[src/rtl/core_avl_arbiter_2m1s.sv]
// Two-master / one-slave Avalon arbiter with write-burst locking and an in-order read tag FIFO.
// Define CORE_AVL_ARB_FIXED_PRIO_EN to make m0 win every tie instead of round robin.
module core_avl_arbiter_2m1s #(
  parameter int unsigned ADDR_W      = 32,
  parameter int unsigned DATA_W      = 32,
  parameter int unsigned BURST_W     = 4,
  parameter int unsigned OUTST_DEPTH = 4
) (
  input  logic                  clk,
  input  logic                  rest,
  input  logic [ADDR_W-1:0]     m0_address,
  input  logic                  m0_read,
  input  logic                  m0_write,
  input  logic [DATA_W/8-1:0]   m0_byte_en,
  input  logic [DATA_W-1:0]     m0_write_data,
  input  logic                  m0_begin_burst_transfer,
  input  logic [BURST_W-1:0]    m0_burst_count,
  output logic                  m0_request_ready,
  output logic [DATA_W-1:0]     m0_read_data,
  output logic                  m0_read_data_valid,
  input  logic [ADDR_W-1:0]     m1_address,
  input  logic                  m1_read,
  input  logic                  m1_write,
  input  logic [DATA_W/8-1:0]   m1_byte_en,
  input  logic [DATA_W-1:0]     m1_write_data,
  input  logic                  m1_begin_burst_transfer,
  input  logic [BURST_W-1:0]    m1_burst_count,
  output logic                  m1_request_ready,
  output logic [DATA_W-1:0]     m1_read_data,
  output logic                  m1_read_data_valid,
  output logic [ADDR_W-1:0]     s_address,
  output logic                  s_read,
  output logic                  s_write,
  output logic [DATA_W/8-1:0]   s_byte_en,
  output logic [DATA_W-1:0]     s_write_data,
  output logic                  s_begin_burst_transfer,
  output logic [BURST_W-1:0]    s_burst_count,
  input  logic                  s_request_ready,
  input  logic [DATA_W-1:0]     s_read_data,
  input  logic                  s_read_data_valid,
  output logic                  err_unexp_rdata
);

  localparam int unsigned PtrW = $clog2(OUTST_DEPTH);
  localparam int unsigned CntW = PtrW + 1;

  typedef enum logic [0:0] {ArbIdle, ArbWburst} state_e;

  state_e             state_q, state_d;
  logic               owner_q, owner_d;
  logic [BURST_W-1:0] wcnt_q, wcnt_d;

  logic               fifo_owner_q [OUTST_DEPTH];
  logic [BURST_W-1:0] fifo_beats_q [OUTST_DEPTH];
  logic [PtrW-1:0]    wr_ptr_q, rd_ptr_q;
  logic [CntW-1:0]    count_q;
  logic [BURST_W-1:0] rbeat_q;

  logic fifo_not_full, fifo_empty;
  logic elig0, elig1, win, tie_win, grant_valid;
  logic sel_read, sel_write;
  logic [BURST_W-1:0] sel_burst, push_beats, head_beats;
  logic accept, push, pop, hit, head_owner;

  assign fifo_not_full = (count_q != CntW'(OUTST_DEPTH));
  assign fifo_empty    = (count_q == '0);
  assign elig0 = (m0_read & fifo_not_full) | m0_write;
  assign elig1 = (m1_read & fifo_not_full) | m1_write;

`ifdef CORE_AVL_ARB_FIXED_PRIO_EN
  assign tie_win = 1'b0;
`else
  logic last_grant_q;
  always_ff @(posedge clk or posedge rest) begin
    if (rest) begin
      last_grant_q <= 1'b1;
    end else if (accept && state_q == ArbIdle) begin
      last_grant_q <= win;
    end
  end
  assign tie_win = ~last_grant_q;
`endif

  // Arbitration: the burst owner is locked in; otherwise tie goes to tie_win.
  always_comb begin
    win         = 1'b0;
    grant_valid = 1'b0;
    if (state_q == ArbWburst) begin
      win         = owner_q;
      grant_valid = 1'b1;
    end else begin
      grant_valid = elig0 | elig1;
      win         = (elig0 & elig1) ? tie_win : elig1;
    end
  end

  assign sel_read  = win ? m1_read        : m0_read;
  assign sel_write = win ? m1_write       : m0_write;
  assign sel_burst = win ? m1_burst_count : m0_burst_count;

  // Output process: slave command mux and master handshakes.
  always_comb begin
    s_address              = win ? m1_address    : m0_address;
    s_byte_en              = win ? m1_byte_en    : m0_byte_en;
    s_write_data           = win ? m1_write_data : m0_write_data;
    s_burst_count          = sel_burst;
    s_begin_burst_transfer = ~rest & grant_valid &
                             (win ? m1_begin_burst_transfer : m0_begin_burst_transfer);
    s_read           = ~rest & grant_valid & (state_q == ArbIdle) & sel_read & fifo_not_full;
    s_write          = ~rest & grant_valid & sel_write;
    m0_request_ready = ~rest & grant_valid & ~win & s_request_ready;
    m1_request_ready = ~rest & grant_valid & win & s_request_ready;
  end

  assign accept     = (s_read | s_write) & s_request_ready;
  assign push       = s_read & s_request_ready;
  assign push_beats = (sel_burst == '0) ? BURST_W'(1) : sel_burst;

  assign head_owner = fifo_owner_q[rd_ptr_q];
  assign head_beats = fifo_beats_q[rd_ptr_q];
  assign hit        = ~rest & s_read_data_valid & ~fifo_empty;
  assign pop        = hit & (rbeat_q == head_beats - BURST_W'(1));

  assign m0_read_data       = s_read_data;
  assign m1_read_data       = s_read_data;
  assign m0_read_data_valid = hit & ~head_owner;
  assign m1_read_data_valid = hit & head_owner;

  always_comb begin
    state_d = state_q;
    owner_d = owner_q;
    wcnt_d  = wcnt_q;
    unique case (state_q)
      ArbIdle: begin
        if (s_write && s_request_ready && sel_burst > BURST_W'(1)) begin
          state_d = ArbWburst;
          owner_d = win;
          wcnt_d  = sel_burst - BURST_W'(1);
        end
      end
      ArbWburst: begin
        if (s_write && s_request_ready) begin
          wcnt_d = wcnt_q - BURST_W'(1);
          if (wcnt_q == BURST_W'(1)) state_d = ArbIdle;
        end
      end
      default: state_d = ArbIdle;
    endcase
  end

  always_ff @(posedge clk or posedge rest) begin
    if (rest) begin
      state_q <= ArbIdle;
      owner_q <= 1'b0;
      wcnt_q  <= '0;
    end else begin
      state_q <= state_d;
      owner_q <= owner_d;
      wcnt_q  <= wcnt_d;
    end
  end

  always_ff @(posedge clk or posedge rest) begin
    if (rest) begin
      wr_ptr_q        <= '0;
      rd_ptr_q        <= '0;
      count_q         <= '0;
      rbeat_q         <= '0;
      err_unexp_rdata <= 1'b0;
    end else begin
      if (push) wr_ptr_q <= wr_ptr_q + PtrW'(1);
      if (pop) begin
        rd_ptr_q <= rd_ptr_q + PtrW'(1);
        rbeat_q  <= '0;
      end else if (hit) begin
        rbeat_q <= rbeat_q + BURST_W'(1);
      end
      if (push && !pop) count_q <= count_q + CntW'(1);
      else if (pop && !push) count_q <= count_q - CntW'(1);
      if (s_read_data_valid && fifo_empty) err_unexp_rdata <= 1'b1;
    end
  end

  // Tag storage needs no reset: entries are only read while counted valid.
  always_ff @(posedge clk) begin
    if (push) begin
      fifo_owner_q[wr_ptr_q] <= win;
      fifo_beats_q[wr_ptr_q] <= push_beats;
    end
  end

endmodule

[config.mk]
export PLATFORM = sky130hd
export DESIGN_NAME = core_avl_arbiter_2m1s
export DESIGN_NICKNAME = d
export VERILOG_FILES = /design/src/rtl/core_avl_arbiter_2m1s.sv
export SDC_FILE = /design/constraint.sdc
export NUM_CORES = 1
export LEC_CHECK = 0
export BUFFER_PORTS_ARGS = -buffer_cell sky130_fd_sc_hd__buf_2
export CAP_MARGIN = 20
export CORE_AREA = 2 2 127 129
export CTS_BUF_LIST = sky130_fd_sc_hd__clkbuf_8
export DETAILED_ROUTE_END_ITERATION = 7
export DIE_AREA = 0 0 129 131
export PLACE_DENSITY = 0.6
export SYNTH_ARGS = -nofsm -noshare
export SYNTH_HDL_FRONTEND = slang
export SYNTH_SLANG_ARGS = --single-unit
[constraint.sdc]
create_clock -name clk -period 4.3 [get_ports clk]
set_input_delay 0.86 -clock clk [delete_from_list [all_inputs] [get_ports clk]]
set_output_delay 0.86 -clock clk [all_outputs]
set_load 0.01 [all_outputs]
; ---- Yosys cells after proc, flatten, opt, wreduce, memory -nomap -nowiden
; Memories as Yosys holds them, arrays and structs flattened.
; Cells that the tools add are included.
[totals]
regBits = 19
mem_bits_rw = 20
inputBits = 186
output_inout_bits = 144
word_cells = 93
n_memories = 2
[memory_table]
columns = name, words, word_bits, read_ports, rd_clocked_by_memory_dff, write_ports, line_no
row1 = fifo_beats_q, 4, 4, 1, 0, 1, 54  ; logic [BURST_W-1:0] fifo_beats_q [OUTST_DEPTH];
row2 = fifo_owner_q, 4, 1, 1, 0, 1, 53  ; logic fifo_owner_q [OUTST_DEPTH];
[classes]
addsub = 8
n_lt_le_gt_ge = 1
eq_ne = 5
mux = 24
bitwise = 30
n_reduce_logical = 14
[ops]
columns = op, count
row1 = $mux 32, 2
row2 = $mux 4, 7
row3 = $and 1x1->1, 20
row4 = $sub 4x1->4 const B, 3
row5 = $mux 1, 11
row6 = $pmux 4 s2, 1
row7 = $logic_and 1x1->1, 6
row8 = $mux 3, 2
row9 = $not 1->1, 6
row10 = $add 2x1->2 const B, 2
row11 = $add 4x1->4 const B, 1
row12 = $eq 4x1->1 const B, 1
row13 = $eq 4x4->1, 1
row14 = $gt 4x1->1 const B, 1
row15 = $logic_not 4->1, 1
row16 = $ne 2x1->1 const B, 2
row17 = $or 1x1->1, 4
row18 = $reduce_and 2->1, 2
row19 = $reduce_bool 2->1, 2
row20 = $add 3x1->3 const B, 1
row21 = $logic_not 3->1, 1
row22 = $ne 3x3->1 const B, 1
row23 = $sub 3x1->3 const B, 1
row24 = $logic_not 1->1, 2
row25 = $pmux 1 s2, 1

; ---- Logic depth before layout (Yosys ltp)
[logic_depth]
ltp_word = 14
depth_mapped = 16
mapped_depth_nobuf = 14

; ---- Least setup slack after synthesis
; No wires, ideal clock.
[synth_path]
path_kind = input-to-reg
from = input m1_write
to = register owner_q
arrival_ps = 3315
required_ps = 4175
slack_ps = 860
cell_stages = 13
n_path_buf = 1
cell_sequence = nor2b_1 -> a311oi_2 -> a31o_4 -> buf_6 -> mux2i_1 -> inv_1 -> ha_1 -> or2_2 -> nand2_1 -> a311oi_1 -> a31o_4 -> nor2_4 -> mux2_2
[synth_via]
word_cells_on_any_way = 14
cone_classes = 1 x order compare / 5 x mux / 5 x bitwise / 3 x reduce/logical
[synth_lines]
columns = item, line_no
row1 = from (decl), 23  ; input logic m1_write,
row2 = $or 1x1->1 *, 68  ; assign elig1 = (m1_read & fifo_not_full) | m1_write;
row3 = $and 1x1->1, 93  ; win = (elig0 & elig1) ? tie_win : elig1;
row4 = $mux 1 *, 93
row5 = $mux 1 *, 88  ; if (state_q == ArbWburst) begin
row6 = $mux 4 *, 99  ; assign sel_burst = win ? m1_burst_count : m0_burst_count;
row7 = net s_burst_count[0], 37  ; output logic [BURST_W-1:0] s_burst_count,
row8 = $gt 4x1->1 *, 135  ; if (s_write && s_request_ready && sel_burst > BURST_W'(1)) begin
row9 = $logic_and 1x1->1 *, 135
row10 = $reduce_and 2->1 (no source line) *, --
row11 = to (signal assigned), 158  ; owner_q <= owner_d;
row12 = to (decl), 50  ; logic owner_q, owner_d;
; The timed path passes the listed nets; every way through them passes the cells marked *.
; A chain may end at the register's enable or synchronous reset.

; ---- Worst setup path in the final report
[layout_path]
from = register count_q[0]
to = output s_write_data[4]
[layout_via]
elab_chain_len = 7
word_cells_on_any_way = 9
cone_classes = 1 x eq/ne / 3 x mux / 5 x bitwise
[layout_rtl]
columns = item, line_no
row1 = from (decl), 56  ; logic [CntW-1:0] count_q;
row2 = from (signal assigned), 178  ; if (push && !pop) count_q <= count_q + CntW'(1);
row3 = from (signal assigned), 179  ; else if (pop && !push) count_q <= count_q - CntW'(1);
row4 = $ne 3x3->1 *, 65  ; assign fifo_not_full = (count_q != CntW'(OUTST_DEPTH));
row5 = $and 1x1->1 (on tied branches), "67, 68"
row6 = $or 1x1->1 (on tied branches), "67, 68"
row7 = $and 1x1->1, 93
row8 = $mux 1 *, 93
row9 = $mux 1 *, 88
row10 = $mux 32 *, 105  ; s_write_data = win ? m1_write_data : m0_write_data;
row11 = to (decl), 35  ; output logic [DATA_W-1:0] s_write_data,
; Every way passes the cells marked *; elsewhere a longest branch is shown, timed or not.

==> impl_results.md <==
* Status: complete, no violations
* Fraction of power consumed by sequential logic at 22.3%
* Most common cell after layout, fill and taps aside: buf_2
* Clk_lat worst skew at 0.29 ns
* Net Sw Frac at 50.2%
* Total Wirelength at 13,900 um
* Post-layout util at 29.8%
* Via density per instance at 4.29
* Hold Buf Count CTS at 0
* WP data required at 3.44 ns
* EDFF count, synth at 20
* PostCTS Resize Cnt at 0
* Share of cells above drive strength 1 at 41.6%
* ANT cells at 0
* Min Hold Slack at 0.490 ns
* Via count at 3,711
* Max-Cap Viols at 0
* Fmax at 0.256 GHz
* Core Region at 15,600 um^2
* Slew margin rel. at 45.3%
* Setup_tns at 0 ns
* Routability cong. at 0.812
* PwrDens at 580 nW/um^2
* Initial antenna violation count at 4
* Clock Path Buffers at 2
* DRT met1 WL at 6210 um
* Net Switching at 0.00135 W
* Clock slew at reported path FFs at 0.08 ns
* Most used cell, CP: nand2_1
* DRT iter0 DRCs at 200
* Most frequent cells in the layout: buf_2, nand2_1, edfxtp_1
* Crit path kind: reg -> out
* Gate power share at 66.2%
* Root Driver: clkbuf_8
* Int Pwr at 0.00135 W
* Final Skew at 0.00438 ns
* Max IR drop VDD at 0.000237 V
* Antenna-violating nets left at 0
* Synth warn at 0
* Vias in the first global route at 3,153
* Gate Count Post-Synth at 493
* Port bufs at 233
* CTS tree: built
* Final Power at 0.00270 W
* Cell at the slowest stage of the critical path: buf_4
* Yosys cell types at 51
* Syn Nets at 692
* Final HPWL DP at 11,700 um
* Arr. time, crit path at 3.04 ns
* Num CTS Buffers at 5
* Slew Viols, Final at 0
* Syn_area_per_cell at 7.47 um^2
* Global-route wire length before repair at 18,600 um
* FP Rows at 46
* Routed length on met2 at 5720 um
* Synth Flop Type: edfxtp_1
* Grt total ovfl at 0
* Routed len/inst at 16.0 um
* Nets at 847
* Die ar. at 16,900 um^2
* Drt pass-1 iters at 5
* Final Hold Fails at 0
* All-Layer GR Usage at 14.9%
* Starting Density at 23.6%
* Area grow syn2layout at 26.4%
* CTS Sinks at 39
* CP max stage delay at 0.62 ns
* FFs w/ async S/R, synth at 48.7%
* Least-Margin Pin Slew at 0.821 ns
* Clock group share of total power at 11.5%
* Netlist Area Pre-Place at 3680 um^2
* Sequential share of the synthesized area at 29.2%
* I/O Pins at 330
* Post-CTS Setup Repair Bufs at 0
* Min-delay worst type: reg -> reg
* Drt drc at 0
* RSZ-0062 raised after global routing: false
* Clock period minus final worst setup slack at 3.90 ns
* Largest net degree at the start of global routing at 79
* CP Cell Sequence: or3b_1, a21o_1, a31o_4, inv_2, buf_4, nand2_1, nand2_1, buf_2
* Chip Height at 131 um
* LEAKAGE at 2.51 nW
* Tcrit/Tclk final at 90.8%
* Final-report setup violation count at 0
* Top Metal Used: met5
* Met3 WL at 1790 um
* Critical Path End Type: primary output
* Htree depth at 2
* Max FO, Critical Path at 78
* Seq cells post-synth at 39
* Startpoint types: flip-flop
* Die width at 129 um
[metrics by stage]
| stage | instances | setup slack, ns | instance area, um^2 |
|---|---|---|---|
| after floorplan | 493 | 0.860 | 3680 |
| after global placement | 856 | 0.552 | 4530 |
| after detailed placement | 857 | 0.542 | 4540 |
| after CTS | 865 | 0.387 | 4660 |
| after global routing | 865 | 0.174 | 4660 |
| final | 865 | 0.396 | 4660 |
[final timing paths]
path | from | to | slack [ns] | cells after the start
hold reg to reg | err_unexp_rdata$_DFFE_PP0P_ | err_unexp_rdata$_DFFE_PP0P_ | 0.49 | 1
setup reg to reg | count_q[0]$_DFFE_PP0P_ | owner_q$_DFFE_PP0P_ | 0.68 | 12
setup / recovery | count_q[0]$_DFFE_PP0P_ | s_write_data[4] | 0.40 | 8
hold / removal | err_unexp_rdata$_DFFE_PP0P_ | err_unexp_rdata$_DFFE_PP0P_ | 0.49 | 1
max in group asynchronous | rest | owner_q$_DFFE_PP0P_ | 3.05 | 2
min in group asynchronous | rest | rd_ptr_q[0]$_DFFE_PP0N_ | 0.79 | 2
[critical path, delay by kind of cell, from the launching register on]
kind / cells / cell delay (ns)
AOI/OAI and AO/OA: 2 / 0.55
and+or+nand+nor: 3 / 0.86
DFF: 1 / 0.44
buffers and inverters: 3 / 0.85
[synthesized netlist by cell type (2+ instances only)]
cell	number	area [um^2]
a21o_1	2	15.0
a21oi_1	5	25.0
a22o_1	2	17.5
a31o_4	2	35.0
and2_1	7	43.8
buf_2	17	85.1
buf_4	65	488
clkbuf_1	5	18.8
dfrtp_1	18	450
edfxtp_1	20	601
ha_1	12	150
inv_1	14	52.6
mux2_2	7	78.8
mux2i_1	6	60.1
mux4_2	4	90.1
nand2_1	224	841
nand2b_1	3	18.8
nand3_1	5	25.0
nand4_1	3	18.8
nor2_1	11	41.3
nor2b_1	2	12.5
nor3_1	6	30.0
nor4b_1	2	17.5
o21ai_0	9	45.0
or2_2	2	12.5
xnor2_1	10	87.6
xor2_1	6	52.6
[power by group through the flow]
stage	sequential, W	clock [W]	combinational (W)
final	0.000603	0.000309	0.00179
after global routing	0.000619	0.000335	0.00202
after CTS	0.000604	0.000319	0.00183
after detailed placement	0.000611	0	0.00182
after global placement	0.000611	0	0.00182
after floorplan	0.000557	0	0.00123
[routing by layer]
layer / track usage, % / vias up
li1: - / 1821
met1: 20.9 / 1669
met2: 20.1 / 190
met3: 7.94 / 29
met4: 2.81 / 2
met5: 0 / -
[cells by family after synthesis]
| logic type | count (synthesis) | share of synthesized area, % |
|---|---|---|
| muxes | 18 | 6.83 |
| xor gates and xnor gates | 16 | 3.80 |
| AOI/OAI and AO/OA | 31 | 6.79 |
| and+or+nand+nor | 273 | 30.8 |
| adders and majority gates | 13 | 4.62 |
| DFF | 39 | 29.2 |
| buffers and inverters | 103 | 17.9 |
[registers in the layout, summed over array words and instances (netlist names)]
| register | cells |
|---|---|
| wr_ptr_q | 2 |
| state_q | 1 |
| count_q | 3 |
| fifo_beats_q | 16 |
| rd_ptr_q | 2 |
| owner_q | 1 |
| fifo_owner_q | 4 |
| last_grant_q | 1 |
| rbeat_q | 4 |
| wcnt_q | 4 |
| err_unexp_rdata | 1 |
[layout make-up]
| type | instances | area, um^2 |
|---|---|---|
| Clock buffer | 5 | 68.8 |
| Sequential cell | 39 | 1080 |
| Clock inverter | 3 | 47.5 |
| Multi-Input combinational cell | 351 | 1950 |
| Timing Repair Buffer | 237 | 1190 |
| Fill cell | 1720 | 10900 |
| Tap cell | 216 | 270 |
| Inverter | 14 | 52.6 |
Power figures use the tool's default switching activity.
